### src/rtl/led_code_sched.sv
// Shares one status LED among N_SRC activity sources.
// Each served source k blinks k+1 pulses, then the LED stays dark for a gap.
module led_code_sched #(
    parameter int unsigned N_SRC     = 4,
    parameter logic        LED_OFF   = 1'b1,
    parameter logic [23:0] TICK_DIV  = 24'd249_999,
    parameter logic [15:0] ON_TICKS  = 16'd15,
    parameter logic [15:0] OFF_TICKS = 16'd15,
    parameter logic [15:0] GAP_TICKS = 16'd60,
    localparam int unsigned ID_W     = $clog2(N_SRC)
) (
    input  logic             clk,
    input  logic             resetn,
    input  logic             en,
    input  logic [N_SRC-1:0] req,
    output logic             led_o,
    output logic             busy,
    output logic [ID_W-1:0]  grant_id,
    output logic [N_SRC-1:0] served
);

    localparam int unsigned PRESC_W = 24;
    localparam int unsigned TCNT_W  = 16;
    localparam logic [N_SRC-1:0] SRC_ONE = N_SRC'(1);

    typedef enum logic [1:0] {
        S_IDLE,
        S_ON,
        S_OFF,
        S_GAP
    } state_t;

    state_t              state_q;
    state_t              state_d;
    logic [PRESC_W-1:0]  presc_q;
    logic                tick_c;
    logic [TCNT_W-1:0]   tcnt_q;
    logic [TCNT_W-1:0]   tcnt_d;
    logic [ID_W-1:0]     pulses_q;
    logic [ID_W-1:0]     pulses_d;
    logic [ID_W-1:0]     grant_d;
    logic [ID_W-1:0]     pick_c;
    logic [ID_W-1:0]     arb_idx_c;
    logic                found_c;
    logic [N_SRC-1:0]    pending_q;
    logic [N_SRC-1:0]    clr_c;
    logic [N_SRC-1:0]    served_d;
    logic                led_d;
    logic                busy_d;

    // Free-running tick prescaler, independent of en and FSM state
    always_ff @(posedge clk or negedge resetn) begin
        if (!resetn) begin
            presc_q <= TICK_DIV;
        end else if (presc_q == '0) begin
            presc_q <= TICK_DIV;
        end else begin
            presc_q <= presc_q - PRESC_W'(1);
        end
    end

    assign tick_c = (presc_q == '0);

    // Pending requests; a new request wins over a same-cycle clear
    always_ff @(posedge clk or negedge resetn) begin
        if (!resetn) begin
            pending_q <= '0;
        end else begin
            pending_q <= (pending_q & ~clr_c) | req;
        end
    end

    // Round-robin search starting just after the last granted source
    always_comb begin
        found_c   = 1'b0;
        pick_c    = grant_id;
        arb_idx_c = '0;
        for (int unsigned i = 1; i <= N_SRC; i++) begin
            arb_idx_c = ID_W'((32'(grant_id) + i) % N_SRC);
            if (!found_c && pending_q[arb_idx_c]) begin
                found_c = 1'b1;
                pick_c  = arb_idx_c;
            end
        end
    end

    // Sequencer next-state and next-output logic
    always_comb begin
        state_d  = state_q;
        tcnt_d   = tcnt_q;
        pulses_d = pulses_q;
        grant_d  = grant_id;
        served_d = '0;
        clr_c    = '0;
        if (!en) begin
            state_d = S_IDLE;
        end else begin
            case (state_q)
                S_IDLE: begin
                    if (found_c) begin
                        state_d  = S_ON;
                        grant_d  = pick_c;
                        pulses_d = pick_c;
                        tcnt_d   = ON_TICKS - TCNT_W'(1);
                    end
                end
                S_ON: begin
                    if (tick_c) begin
                        if (tcnt_q == '0) begin
                            state_d = S_OFF;
                            tcnt_d  = OFF_TICKS - TCNT_W'(1);
                        end else begin
                            tcnt_d = tcnt_q - TCNT_W'(1);
                        end
                    end
                end
                S_OFF: begin
                    if (tick_c) begin
                        if (tcnt_q != '0) begin
                            tcnt_d = tcnt_q - TCNT_W'(1);
                        end else if (pulses_q == '0) begin
                            state_d = S_GAP;
                            tcnt_d  = GAP_TICKS - TCNT_W'(1);
                        end else begin
                            state_d  = S_ON;
                            pulses_d = pulses_q - ID_W'(1);
                            tcnt_d   = ON_TICKS - TCNT_W'(1);
                        end
                    end
                end
                S_GAP: begin
                    if (tick_c) begin
                        if (tcnt_q == '0) begin
                            state_d  = S_IDLE;
                            served_d = SRC_ONE << grant_id;
                            clr_c    = SRC_ONE << grant_id;
                        end else begin
                            tcnt_d = tcnt_q - TCNT_W'(1);
                        end
                    end
                end
                default: begin
                    state_d = S_IDLE;
                end
            endcase
        end
        busy_d = (state_d != S_IDLE);
        led_d  = (state_d == S_ON) ? ~LED_OFF : LED_OFF;
    end

    // State, counters and registered outputs
    always_ff @(posedge clk or negedge resetn) begin
        if (!resetn) begin
            state_q  <= S_IDLE;
            tcnt_q   <= '0;
            pulses_q <= '0;
            grant_id <= ID_W'(N_SRC - 1);
            served   <= '0;
            led_o    <= LED_OFF;
            busy     <= 1'b0;
        end else begin
            state_q  <= state_d;
            tcnt_q   <= tcnt_d;
            pulses_q <= pulses_d;
            grant_id <= grant_d;
            served   <= served_d;
            led_o    <= led_d;
            busy     <= busy_d;
        end
    end

endmodule

### config.mk
export PLATFORM = sky130hd
export DESIGN_NAME = led_code_sched
export DESIGN_NICKNAME = d
export VERILOG_FILES = /design/src/rtl/led_code_sched.sv
export SDC_FILE = /design/constraint.sdc
export NUM_CORES = 1
export LEC_CHECK = 0
export ABC_AREA = 1
export BUFFER_PORTS_ARGS = -buffer_cell sky130_fd_sc_hd__buf_2
export CAP_MARGIN = 20
export CORE_MARGIN = 1.5
export CORE_UTILIZATION = 50
export CTS_CLUSTER_SIZE = 12
export DETAILED_ROUTE_END_ITERATION = 8
export PLACE_DENSITY = 0.78
export SLEW_MARGIN = 20
export SYNTH_ARGS = -nofsm -noshare
export SYNTH_HDL_FRONTEND = slang
export SYNTH_SLANG_ARGS = --single-unit
export TNS_END_PERCENT = 50
### constraint.sdc
create_clock -name clk -period 2.65 [get_ports clk]
set_clock_uncertainty 0.1 [all_clocks]
set_input_delay 0.53 -clock clk [delete_from_list [all_inputs] [get_ports clk]]
set_output_delay 0.53 -clock clk [all_outputs]
set_load 0.01 [all_outputs]
# [Yosys cells after proc, flatten, opt, wreduce, memory -nomap -nowiden]
# Cells that the tools add are included.
[op_classes] add_sub_neg=7 multipliers=0 n_div=0 n_lt_le_gt_ge=4 eq_ne=11 shift=1 muxes=46 bitwise=3 reduce_logical=16
[ops] op="2-to-1 mux 16 bit" count=7
[ops] op="one-hot mux 16 bit (4 select lines)" count=1
[ops] op="2-to-1 mux 2 bit" count=17
[ops] op="zero test 24 bit" count=1
[ops] op="2-to-1 mux 24 bit" count=1
[ops] op="subtractor 24 x 1 -> 24 bit (second input constant)" count=1
[ops] op="zero test 16 bit" count=1
[ops] op="2-to-1 mux 4 bit" count=4
[ops] op="nonzero test 16 bit" count=1
[ops] op="subtractor 16 x 1 -> 16 bit (second input constant)" count=1
[ops] op="!= test 2 bit (second input constant)" count=7
[ops] op="< comparator 2 x 3 -> 1 bit (second input constant)" count=4
[ops] op="AND reduction 6 bit" count=2
[ops] op="2-to-1 mux 1 bit" count=9
[ops] op="binary-select mux 1 bit (select 2 bit)" count=4
[ops] op="one-hot mux 2 bit (4 select lines)" count=1
[ops] op="2-to-1 mux 6 bit" count=1
[ops] op="adder 2 x 1 -> 2 bit (second input constant)" count=2
[ops] op="adder 2 bit (second input constant)" count=2
[ops] op="AND 4 bit" count=1
[ops] op="== test 2 x 1 -> 1 bit (second input constant)" count=2
[ops] op="== test 2 bit (second input constant)" count=2
[ops] op="zero test 2 bit" count=2
[ops] op="inverter 4 bit" count=1
[ops] op="8 further kinds" count=13
[word_totals] reg_bits=56 latch_bits=0 ramBits=0 mem_bits_ro=0 input_bits=7 out_inout_bits=8 elab_cells=97 mem_count=0

# [Longest topological paths before layout]
# Gate-level depths: netlist of the first run.
[logic_depth] depth_word=18 depth_mapped=13 mapped_depth_nobuf=13

# [Worst setup path before layout of the first run]
# No wires, ideal clock.
[synth_timing] kind="flip-flop to flip-flop" from="reg grant_id[0]" to="reg tcnt_q[4]" setup_ns=0.117 arrival_ns=1.968 required_time_ns=2.433 path_slack_ns=0.465 path_stages_with_launch=13 period_less_slack_ns=2.185 path_cell_list="dfstp_2 > inv_2 > ha_1 > inv_1 > nand2_2 > nand2_4 > nor2_8 > nand4_4 > nand2_4 > nor2_8 > buf_8 > nand2_2 > nand2_1"
[synth_via] elab_chain_len=15 elab_cells_between_ends=24 classes_between="add/sub: 4; eq/ne: 1; mux: 12; reduce/logical: 7"
[synth_rtl] element="start, declared" line="18" source="output logic [ID_W-1:0] grant_id,"
[synth_rtl] element="start signal, assigned" line="157" source="grant_id <= ID_W'(N_SRC - 1);"
[synth_rtl] element="start signal, assigned" line="165" source="grant_id <= grant_d;"
[synth_rtl] element="adder 2 x 1 -> 2 bit" line="79" source="arb_idx_c = ID_W'((32'(grant_id) + i) % N_SRC);"
[synth_rtl] element="binary-select mux 1 bit (select 2 bit)" line="80" source="if (!found_c && pending_q[arb_idx_c]) begin"
[synth_rtl] element="2-to-1 mux 1 bit (implied by the code)" line="80"
[synth_rtl] element="2-to-1 mux 1 bit" line="80"
[synth_rtl] element="zero test 1 bit" line="80"
[synth_rtl] element="logical AND 1 bit" line="80"
[synth_rtl] element="2-to-1 mux 1 bit" line="80"
[synth_rtl] element="zero test 1 bit" line="80"
[synth_rtl] element="logical AND 1 bit" line="80"
[synth_rtl] element="2-to-1 mux 1 bit" line="80"
[synth_rtl] element="zero test 1 bit" line="80"
[synth_rtl] element="logical AND 1 bit" line="80"
[synth_rtl] element="2-to-1 mux 1 bit (*)" line="80"
[synth_rtl] element="!= test 2 bit (no source line) (*)"
[synth_rtl] element="AND reduction 6 bit (no source line) (*)"
[synth_rtl] element="end signal, assigned" line="163" source="tcnt_q <= tcnt_d;"
[synth_rtl] element="end, declared" line="37" source="logic [TCNT_W-1:0] tcnt_q;"
# Mark *: on every way between the ends. The rest lies on a longest branch, timed or not. The select of a mux whose other input is x is not followed.
# A chain may end at the register's enable or synchronous reset.

# [Final worst setup path of the first run]
[layout_timing] from="reg grant_id[0]" to="reg tcnt_q[15]"
# The elaborated chain is that of the path after synthesis.

==> out/results.ini, run 1 <==
[global_route]
globalRoute.busiestLayer=met2
overflow=0
grt_pass1_vias=3392
grt_max_degree=57
grtUsageMet3_pct=3.20
use_met1_pct=30.3
grt_use_met2_pct=37.9
grt_first_pass_wirelength_mm=15.4
grt_use_total_pct=22.7
antenna_found_initial=0

[clock_tree]
cts-resized-gates=0
cts_buffers=5
postCtsSetupBuffers=0
cts_sinks=56
cts_hold_buf=0
clock_latency_ps=330
htree_levels=2
cts_tree=built
clk_path_buf_depth=2
clk_pin_slew_ps=120
clockRootBuffer=clkbuf_8

[pwr]
clockPowerShare_pct=16.7
p_leak_uw=0.00222
peakVddDrop_mv=0.662
power_frac_comb_pct=48.2
p_total_uw=3090
seqPwrFrac_pct=35.1
internal_power_uw=1650
swShare_pct=46.8
powerDensity_nw_per_um2=750
p_sw_uw=1450

[setup_path]
cp-end-kind=register
startpoint_type=register
critPathSlowestCell=dfstp_2
critical_path.max_fanout=16
path_common_cell=nand2_1
crit_buf_inv=2
arrival_ps=2480
slowest_delay_ps=640
path_cells=inv_2, ha_1, inv_1, nand3_1, nand2_1, nand4_4, nand2_4, nor2_8, nand2_1, nand2_1
crit_type=reg2reg
required_ps=2820
path_delay_family=simple AND/OR/NAND/NOR gates

[logic_synthesis]
yosysTopAreaCellShare_pct=27.9
avgSynthCellArea_um2=7.18
synth_seq_cells=56
ys_top_cells_by_area=dfrtp_1 28%, nand2_1 16%, dfstp_2 8.9%, nand3_1 7.7%, nor2_1 6.9%
netlist_area_um2=3860
ys_seq_area_share_pct=36.7
syn-num-nets=552
yosys_warnings=0
synth_cells=537
synth_area_leader_cell=dfrtp_1
synth.distinct_cells=36

[floorplan]
die_area_um2=8250
io_pins=15
die_y_um=90.8
initial_utilization_pct=52.3
row_count=31
core_area_um2=7370
die_x_um=90.8

[sta]
hold_ws_ps=209
fin_crit_ps=2320
setup_tns_ps=0
post-route-period-util_pct=87.5
finalSetupViolations=0
finalHoldViolCount=0
slew_violations=0
worstMarginPinSlew_ps=725
grt_setup_unrepaired=false
max_slew_margin_pct=51.5
max_freq_ghz=0.431

[routing]
vias_per_cell=5.30
vias=3461
routed_wl_mm=8.44
wl_per_cell_um=12.9
drt_iter0_drc=196
dr.pass1.iters=4
drtAntennaViolNets=0
drc=0

[flow_run]
drv_cap=0

[final_layout]
multi_input_area_um2=2170
n_fill_cell=698
final_cell_mix=161 x nand2_1, 71 x nor2_1, 59 x nand3_1
areaGrowthSynthToFinish_pct=6.94
layout_commonest_cell=nand2_1
nets=568
diodes=0
utilization_pct=56.0
drive_gt1_share_pct=16.2
fin_cells=653
seq_area_um2=1420

[place]
placed_cells=645
gp_congestion=0.912
hpwl_mm=6.36
portBuffers=14

[outcome]
status=complete, no violations

[hold_path]
hold_class=in2async

[Yosys cell counts (all sizes together)]
library cell    n
xor2           20
clkbuf          2
o21ai           4
xnor2           2
o31ai           1
o21bai          4
o211ai          3
o21a            1
nand3          60
nor2           83
buf             8
a21o            1
inv            55
nand3b          2
dfrtp          43
dfstp          13
nand2         187
a21oi           5
nand4          23
or2             6
ha              8
and3            1
nor4            1
nor3            4
[area by class of cell]
class / instances / share of cell area [%]
multi-input combinational: 416 / 52.7
sequential: 56 / 34.4
inverter: 55 / 5.00
tap: 99 / 3.00
timing repair buffer: 19 / 2.61
clock buffer: 5 / 1.67
clock inverter: 3 / 0.698
[state kept, by name, summed over array words and instances (netlist names)]
register,count
presc_q,24
tcnt_q,16
pending_q,4
served,4
grant_id,2
pulses_q,2
state_q,2
busy,1
led_o,1
[worst reg2reg max path, cell delays in order, from the launching register on]
cell	delay (ps)
dfstp_2	640
inv_2	130
ha_1	380
inv_1	100
nand3_1	80
nand2_1	120
nand4_4	170
nand2_4	90
nor2_8	280
nand2_1	100
nand2_1	80
[path summary, 6_finish.rpt]
path	start	endpoint	slack (ps)	depth (start not counted)
worst max-delay path	grant_id[0]	tcnt_q[15]	330	10
worst min-delay path	resetn	presc_q[23]	210	2
worst max register to register	grant_id[0]	tcnt_q[15]	330	10
worst min register to register	presc_q[0]	presc_q[0]	380	1
max in group asynchronous	resetn	tcnt_q[3]	1760	2
min in group clk	req[2]	pending_q[2]	290	2
[cell families after synthesis]
logic type      count (synthesis)  share of synthesized area, %
simple gates                  367                          45.5
xor+xnor                       22                          5.00
buf+inv                        65                          6.94
flops                          56                          36.7
fa+ha+maj                       8                          2.59
compound gates                 19                          3.21
[through the flow]
stage | worst slack (ps) | cell area, um^2
final | 331 | 4130
after global routing | 102 | 4130
after CTS | 314 | 4130
after detailed placement | 339 | 4030
after global placement | 437 | 4030
after floorplan | 465 | 3860
[power groups by stage]
stage	Sequential, uW	Clock, uW	Combinational [uW]
after floorplan	1070	0	1200
after global placement	1100	0	1430
after detailed placement	1100	0	1480
after CTS	1080	537	1490
after global routing	1100	554	1720
final	1090	517	1490
[per-layer routing]
metal / vias up / routed length (um)
met2: 53 / 4060
met3: 10 / 286
li1: 1742 / -
met4: 0 / 99
met1: 1656 / 3990
met5: - / 0
Note: power is estimated with default switching activity, not from simulation.
==> run 2, diff against run 1 <==
--- a/config.mk
+++ b/config.mk
@@ -13,6 +13,7 @@
 export CTS_CLUSTER_SIZE = 12
 export DETAILED_ROUTE_END_ITERATION = 8
 export PLACE_DENSITY = 0.78
+export REMOVE_ABC_BUFFERS = 1
 export SLEW_MARGIN = 20
 export SYNTH_ARGS = -nofsm -noshare
 export SYNTH_HDL_FRONTEND = slang
==> out/results.ini, run 2 (same netlist as run 1, synthesis figures left out) <==
[clock_tree]
clk_path_buf_depth=2  ; unchanged
cts_buffers=5  ; unchanged
cts_tree=built  ; unchanged
cts_hold_buf=0  ; unchanged
htree_levels=2  ; unchanged
clk_pin_slew_ps=110  ; was 120 ps
clockRootBuffer=clkbuf_8  ; unchanged
postCtsSetupBuffers=0  ; unchanged
clock_latency_ps=320  ; was 330 ps
cts-resized-gates=0  ; unchanged
cts_sinks=56  ; unchanged

[setup_path]
crit_buf_inv=2  ; unchanged
path_cells=inv_2, ha_1, inv_1, nand2_2, nand2_4, nor2_8, nand4_4, nand2_4, nor2_8, nand2_1, nand2_1  ; was inv_2, ha_1, inv_1, nand3_1, nand2_1, nand4_4, nand2_4, nor2_8, nand2_1, nand2_1
slowest_delay_ps=640  ; about the same
arrival_ps=2490  ; was 2480 ps
critPathSlowestCell=dfstp_2  ; unchanged
crit_type=reg2reg  ; unchanged
path_delay_family=simple AND/OR/NAND/NOR gates  ; unchanged
required_ps=2810  ; was 2820 ps
r2r_slack_ps=320  ; was 330 ps
critical_path.max_fanout=16  ; unchanged
cp-end-kind=register  ; unchanged
startpoint_type=register  ; unchanged

[global_route]
grt_first_pass_wirelength_mm=15.0  ; was 15.4 mm
grt_pass1_vias=3421  ; was 3,392
globalRoute.busiestLayer=met2  ; unchanged
grtUsageMet3_pct=2.95  ; was 3.20%
grt_use_total_pct=21.9  ; was 22.7%
antenna_found_initial=0  ; unchanged
use_met1_pct=29.2  ; was 30.3%
grt_use_met2_pct=36.5  ; was 37.9%
grt_max_degree=32  ; was 57
overflow=0  ; unchanged

[routing]
vias_per_cell=5.26  ; was 5.30
drt_iter0_drc=219  ; was 196
dr.pass1.iters=5  ; was 4
wl_per_cell_um=12.7  ; was 12.9 um
vias=3442  ; was 3,461
drc=0  ; unchanged
routed_wl_mm=8.34  ; was 8.44 mm
drtAntennaViolNets=0  ; unchanged

[floorplan]
io_pins=15  ; unchanged
core_area_um2=7370  ; unchanged
die_area_um2=8250  ; unchanged
die_y_um=90.8  ; unchanged
initial_utilization_pct=52.3  ; unchanged
row_count=31  ; unchanged
die_x_um=90.8  ; unchanged

[hold_path]
hold_class=in2async  ; unchanged

[pwr]
peakVddDrop_mv=0.701  ; was 0.662 mV
powerDensity_nw_per_um2=756  ; was 750 nW/um^2
p_leak_uw=0.00223  ; was 0.00222 uW

[sta]
max_slew_margin_pct=59.7  ; was 51.5%
setup_tns_ps=0  ; unchanged
finalSetupViolations=0  ; unchanged
worst_slack_ps=323  ; was 331 ps
slew_violations=0  ; unchanged
post-route-period-util_pct=87.8  ; was 87.5%
worstMarginPinSlew_ps=604  ; was 725 ps
max_freq_ghz=0.430  ; was 0.431 GHz
finalHoldViolCount=0  ; unchanged
hold_ws_ps=103  ; was 209 ps
fin_crit_ps=2330  ; was 2320 ps
grt_setup_unrepaired=false  ; unchanged

[final_layout]
top_regs=presc_q x24, tcnt_q x16  ; unchanged
diodes=0  ; unchanged
fin_cells=654  ; was 653
layout_commonest_cell=nand2_1  ; unchanged
drive_gt1_share_pct=16.2  ; about the same
areaGrowthSynthToFinish_pct=7.82  ; was 6.94%
utilization_pct=56.4  ; was 56.0%
final_cell_mix=161 x nand2_1, 71 x nor2_1, 59 x nand3_1  ; unchanged
largest_reg_flops=24  ; unchanged
regMostFlops=presc_q  ; unchanged
nets=569  ; was 568

[place]
gp_congestion=0.948  ; was 0.912
portBuffers=14  ; unchanged
place_ws_ps=350  ; was 339 ps
placed_cells=646  ; was 645
hpwl_mm=6.25  ; was 6.36 mm

[flow_run]
drv_cap=0  ; unchanged

[outcome]
status=complete, no violations  ; unchanged

run 2: power breakdown:
part           total (uW)  leakage, uW  switching, uW  internal [uW]
logic                1490      0.00149            995            493
clock network         573    0.0000558            287            286
registers            1090     0.000688            122            963
total                3150      0.00223           1400           1740
run 2: worst paths after layout:
path | start | to | cells past startpoint
setup reg to reg | grant_id[0] | tcnt_q[0] | 11
setup / recovery | grant_id[0] | tcnt_q[0] | 11
max in group asynchronous | resetn | grant_id[1] | 2
hold / removal | resetn | presc_q[10] | 1
min in group clk | req[1] | pending_q[1] | 2
hold reg to reg | presc_q[0] | presc_q[0] | 1
run 2: area by class of cell:
class	instances	area, um^2
Fill cell	680	3210
Clock buffer	6	72.6
Multi-Input combinational cell	416	2170
Clock inverter	2	38.8
Tap cell	99	124
Timing Repair Buffer	20	128
Sequential cell	56	1420
Inverter	55	206
run 2: metal layers:
layer | up-vias | wire [um]
met1 | 1631 | 3920
met5 | - | 0
met3 | 12 | 272
met4 | 0 | 114
met2 | 56 | 4030
li1 | 1743 | -
run 2: stage by stage:
stage	total power (uW)	area, um^2
floorplan	2260	3800
global placement	2520	4050
detailed placement	2570	4050
CTS	3160	4160
global route	3440	4160
finish	3150	4160
==> run 3, diff against run 2 <==
--- a/config.mk
+++ b/config.mk
@@ -13,6 +13,7 @@
 export CTS_CLUSTER_SIZE = 12
 export DETAILED_ROUTE_END_ITERATION = 8
 export PLACE_DENSITY = 0.78
+export RECOVER_POWER = 100
 export REMOVE_ABC_BUFFERS = 1
 export SLEW_MARGIN = 20
 export SYNTH_ARGS = -nofsm -noshare
==> out/results.ini, run 3 (same netlist as run 1, synthesis figures left out) <==
[clock_tree]
cts-resized-gates=0  ; unchanged
clockRootBuffer=clkbuf_8  ; unchanged
cts_tree=built  ; unchanged
cts_hold_buf=0  ; unchanged
cts_sinks=56  ; unchanged
postCtsSetupBuffers=0  ; unchanged
cts_buffers=5  ; unchanged
clock_latency_ps=320  ; about the same
htree_levels=2  ; unchanged
clk_pin_slew_ps=110  ; about the same
clk_path_buf_depth=2  ; unchanged

[final_layout]
n_fill_cell=700  ; was 680
drive_gt1_share_pct=12.8  ; was 16.2%
utilization_pct=55.6  ; was 56.4%
regMostFlops=presc_q  ; unchanged
nets=569  ; unchanged
layout_commonest_cell=nand2_1  ; unchanged
final_cell_mix=166 x nand2_1, 75 x nor2_1, 60 x nand3_1  ; was 161 x nand2_1, 71 x nor2_1, 59 x nand3_1
fin_cells=654  ; unchanged
largest_reg_flops=24  ; unchanged
diodes=0  ; unchanged
areaGrowthSynthToFinish_pct=6.26  ; was 7.82%
top_regs=presc_q x24, tcnt_q x16  ; unchanged

[place]
gp_congestion=0.948  ; unchanged
portBuffers=14  ; unchanged
placed_cells=646  ; unchanged
hpwl_mm=6.25  ; unchanged

[setup_path]
startpoint_type=register  ; unchanged
arrival_ps=2420  ; was 2490 ps
critical_path.max_fanout=6  ; was 16
ff2ff_path_depth=9  ; was 11
r2r-end=pending_q[3]  ; was tcnt_q[0]
timing.rr.start=presc_q[0]  ; was grant_id[0]
crit_type=reg2reg  ; unchanged
cp-end-kind=register  ; unchanged
required_ps=2750  ; was 2810 ps
r2r_slack_ps=330  ; was 320 ps

[floorplan]
die_area_um2=8250  ; unchanged
initial_utilization_pct=52.3  ; unchanged
row_count=31  ; unchanged
die_y_um=90.8  ; unchanged
io_pins=15  ; unchanged
die_x_um=90.8  ; unchanged
core_area_um2=7370  ; unchanged

[global_route]
grt_use_total_pct=21.9  ; unchanged
grtUsageMet3_pct=2.95  ; unchanged
antenna_found_initial=0  ; unchanged
use_met1_pct=29.2  ; unchanged
overflow=0  ; unchanged
grt_first_pass_wirelength_mm=15.0  ; unchanged
grt_max_degree=32  ; unchanged
globalRoute.busiestLayer=met2  ; unchanged
grt_pass1_vias=3421  ; unchanged
grt_use_met2_pct=36.5  ; unchanged

[routing]
vias_per_cell=5.28  ; was 5.26
drt_iter0_drc=216  ; was 219
wl_per_cell_um=12.7  ; about the same
routed_wl_mm=8.33  ; was 8.34 mm
dr.pass1.iters=4  ; was 5
vias=3450  ; was 3,442
drc=0  ; unchanged
drtAntennaViolNets=0  ; unchanged

[sta]
finalHoldViolCount=0  ; unchanged
hold_ws_ps=313  ; was 103 ps
fin_crit_ps=2320  ; was 2330 ps
slew_violations=0  ; unchanged
max_freq_ghz=0.432  ; was 0.430 GHz
max_slew_margin_pct=9.22  ; was 59.7%
post-route-period-util_pct=87.4  ; was 87.8%
setup_tns_ps=0  ; unchanged
worstMarginPinSlew_ps=1360  ; was 604 ps
finalSetupViolations=0  ; unchanged
grt_setup_unrepaired=false  ; unchanged

[hold_path]
min-delay-start=req[1]
whs_path_depth=2
hold_end=pending_q[1]
hold_class=in2reg  ; was in2async

[pwr]
powerDensity_nw_per_um2=767  ; was 756 nW/um^2
peakVddDrop_mv=0.704  ; was 0.701 mV
p_leak_uw=0.00219  ; was 0.00223 uW
p_total_uw=3140  ; was 3150 uW

[flow_run]
drv_cap=0  ; unchanged

[outcome]
status=complete, no violations  ; unchanged

run 3: area by class of cell:
cell class                 instances  area (um^2)  area share (%)
clock buffer                       6         72.6            1.77
tap                               99          124            3.02
timing repair buffer              20          100            2.44
inverter                          55          206            5.04
clock inverter                     2         38.8           0.946
sequential                        56         1420            34.6
multi-input combinational        416         2140            52.2
run 3: critical path, cell delays in order, from the launching register on:
cell and delay, ps:
dfstp_1 400, inv_1 100, ha_1 240, nand3_1 140, nor2_1 330, nand4_4 220, nor2_1 350, nand2_1 90
nor2_1 150, o21bai_1 80
run 3: worst max-delay path by stage:
| stage | start | to | slack, ps | depth (start not counted) |
|---|---|---|---|---|
| CTS | grant_id[0] | tcnt_q[0] | 330 | 11 |
| global route | presc_q[0] | pending_q[0] | 110 | 9 |
| detailed placement | grant_id[0] | tcnt_q[0] | 350 | 11 |
| global placement | grant_id[0] | tcnt_q[15] | 450 | 11 |
| finish | presc_q[0] | pending_q[3] | 330 | 9 |
| floorplan | grant_id[0] | tcnt_q[3] | 560 | 11 |
run 3: power breakdown:
part	leakage, uW	switching [uW]	total [uW]	internal (uW)
combinational	0.00145	993	1480	488
sequential	0.000686	123	1090	963
clock	0.0000558	289	576	286
run 3: routing by layer:
metal | share of wire, % | vias to the layer above
li1 | - | 1745
met1 | 47 | 1639
met2 | 48 | 56
met3 | 3.0 | 10
met4 | 1.3 | 0
met5 | 0 | -
run 3: through the flow:
| step | worst slack (ps) | instance area, um^2 |
|---|---|---|
| floorplan | 557 | 3800 |
| global placement | 453 | 4050 |
| detailed placement | 350 | 4050 |
| CTS | 330 | 4160 |
| global route | 107 | 4100 |
| finish | 335 | 4100 |
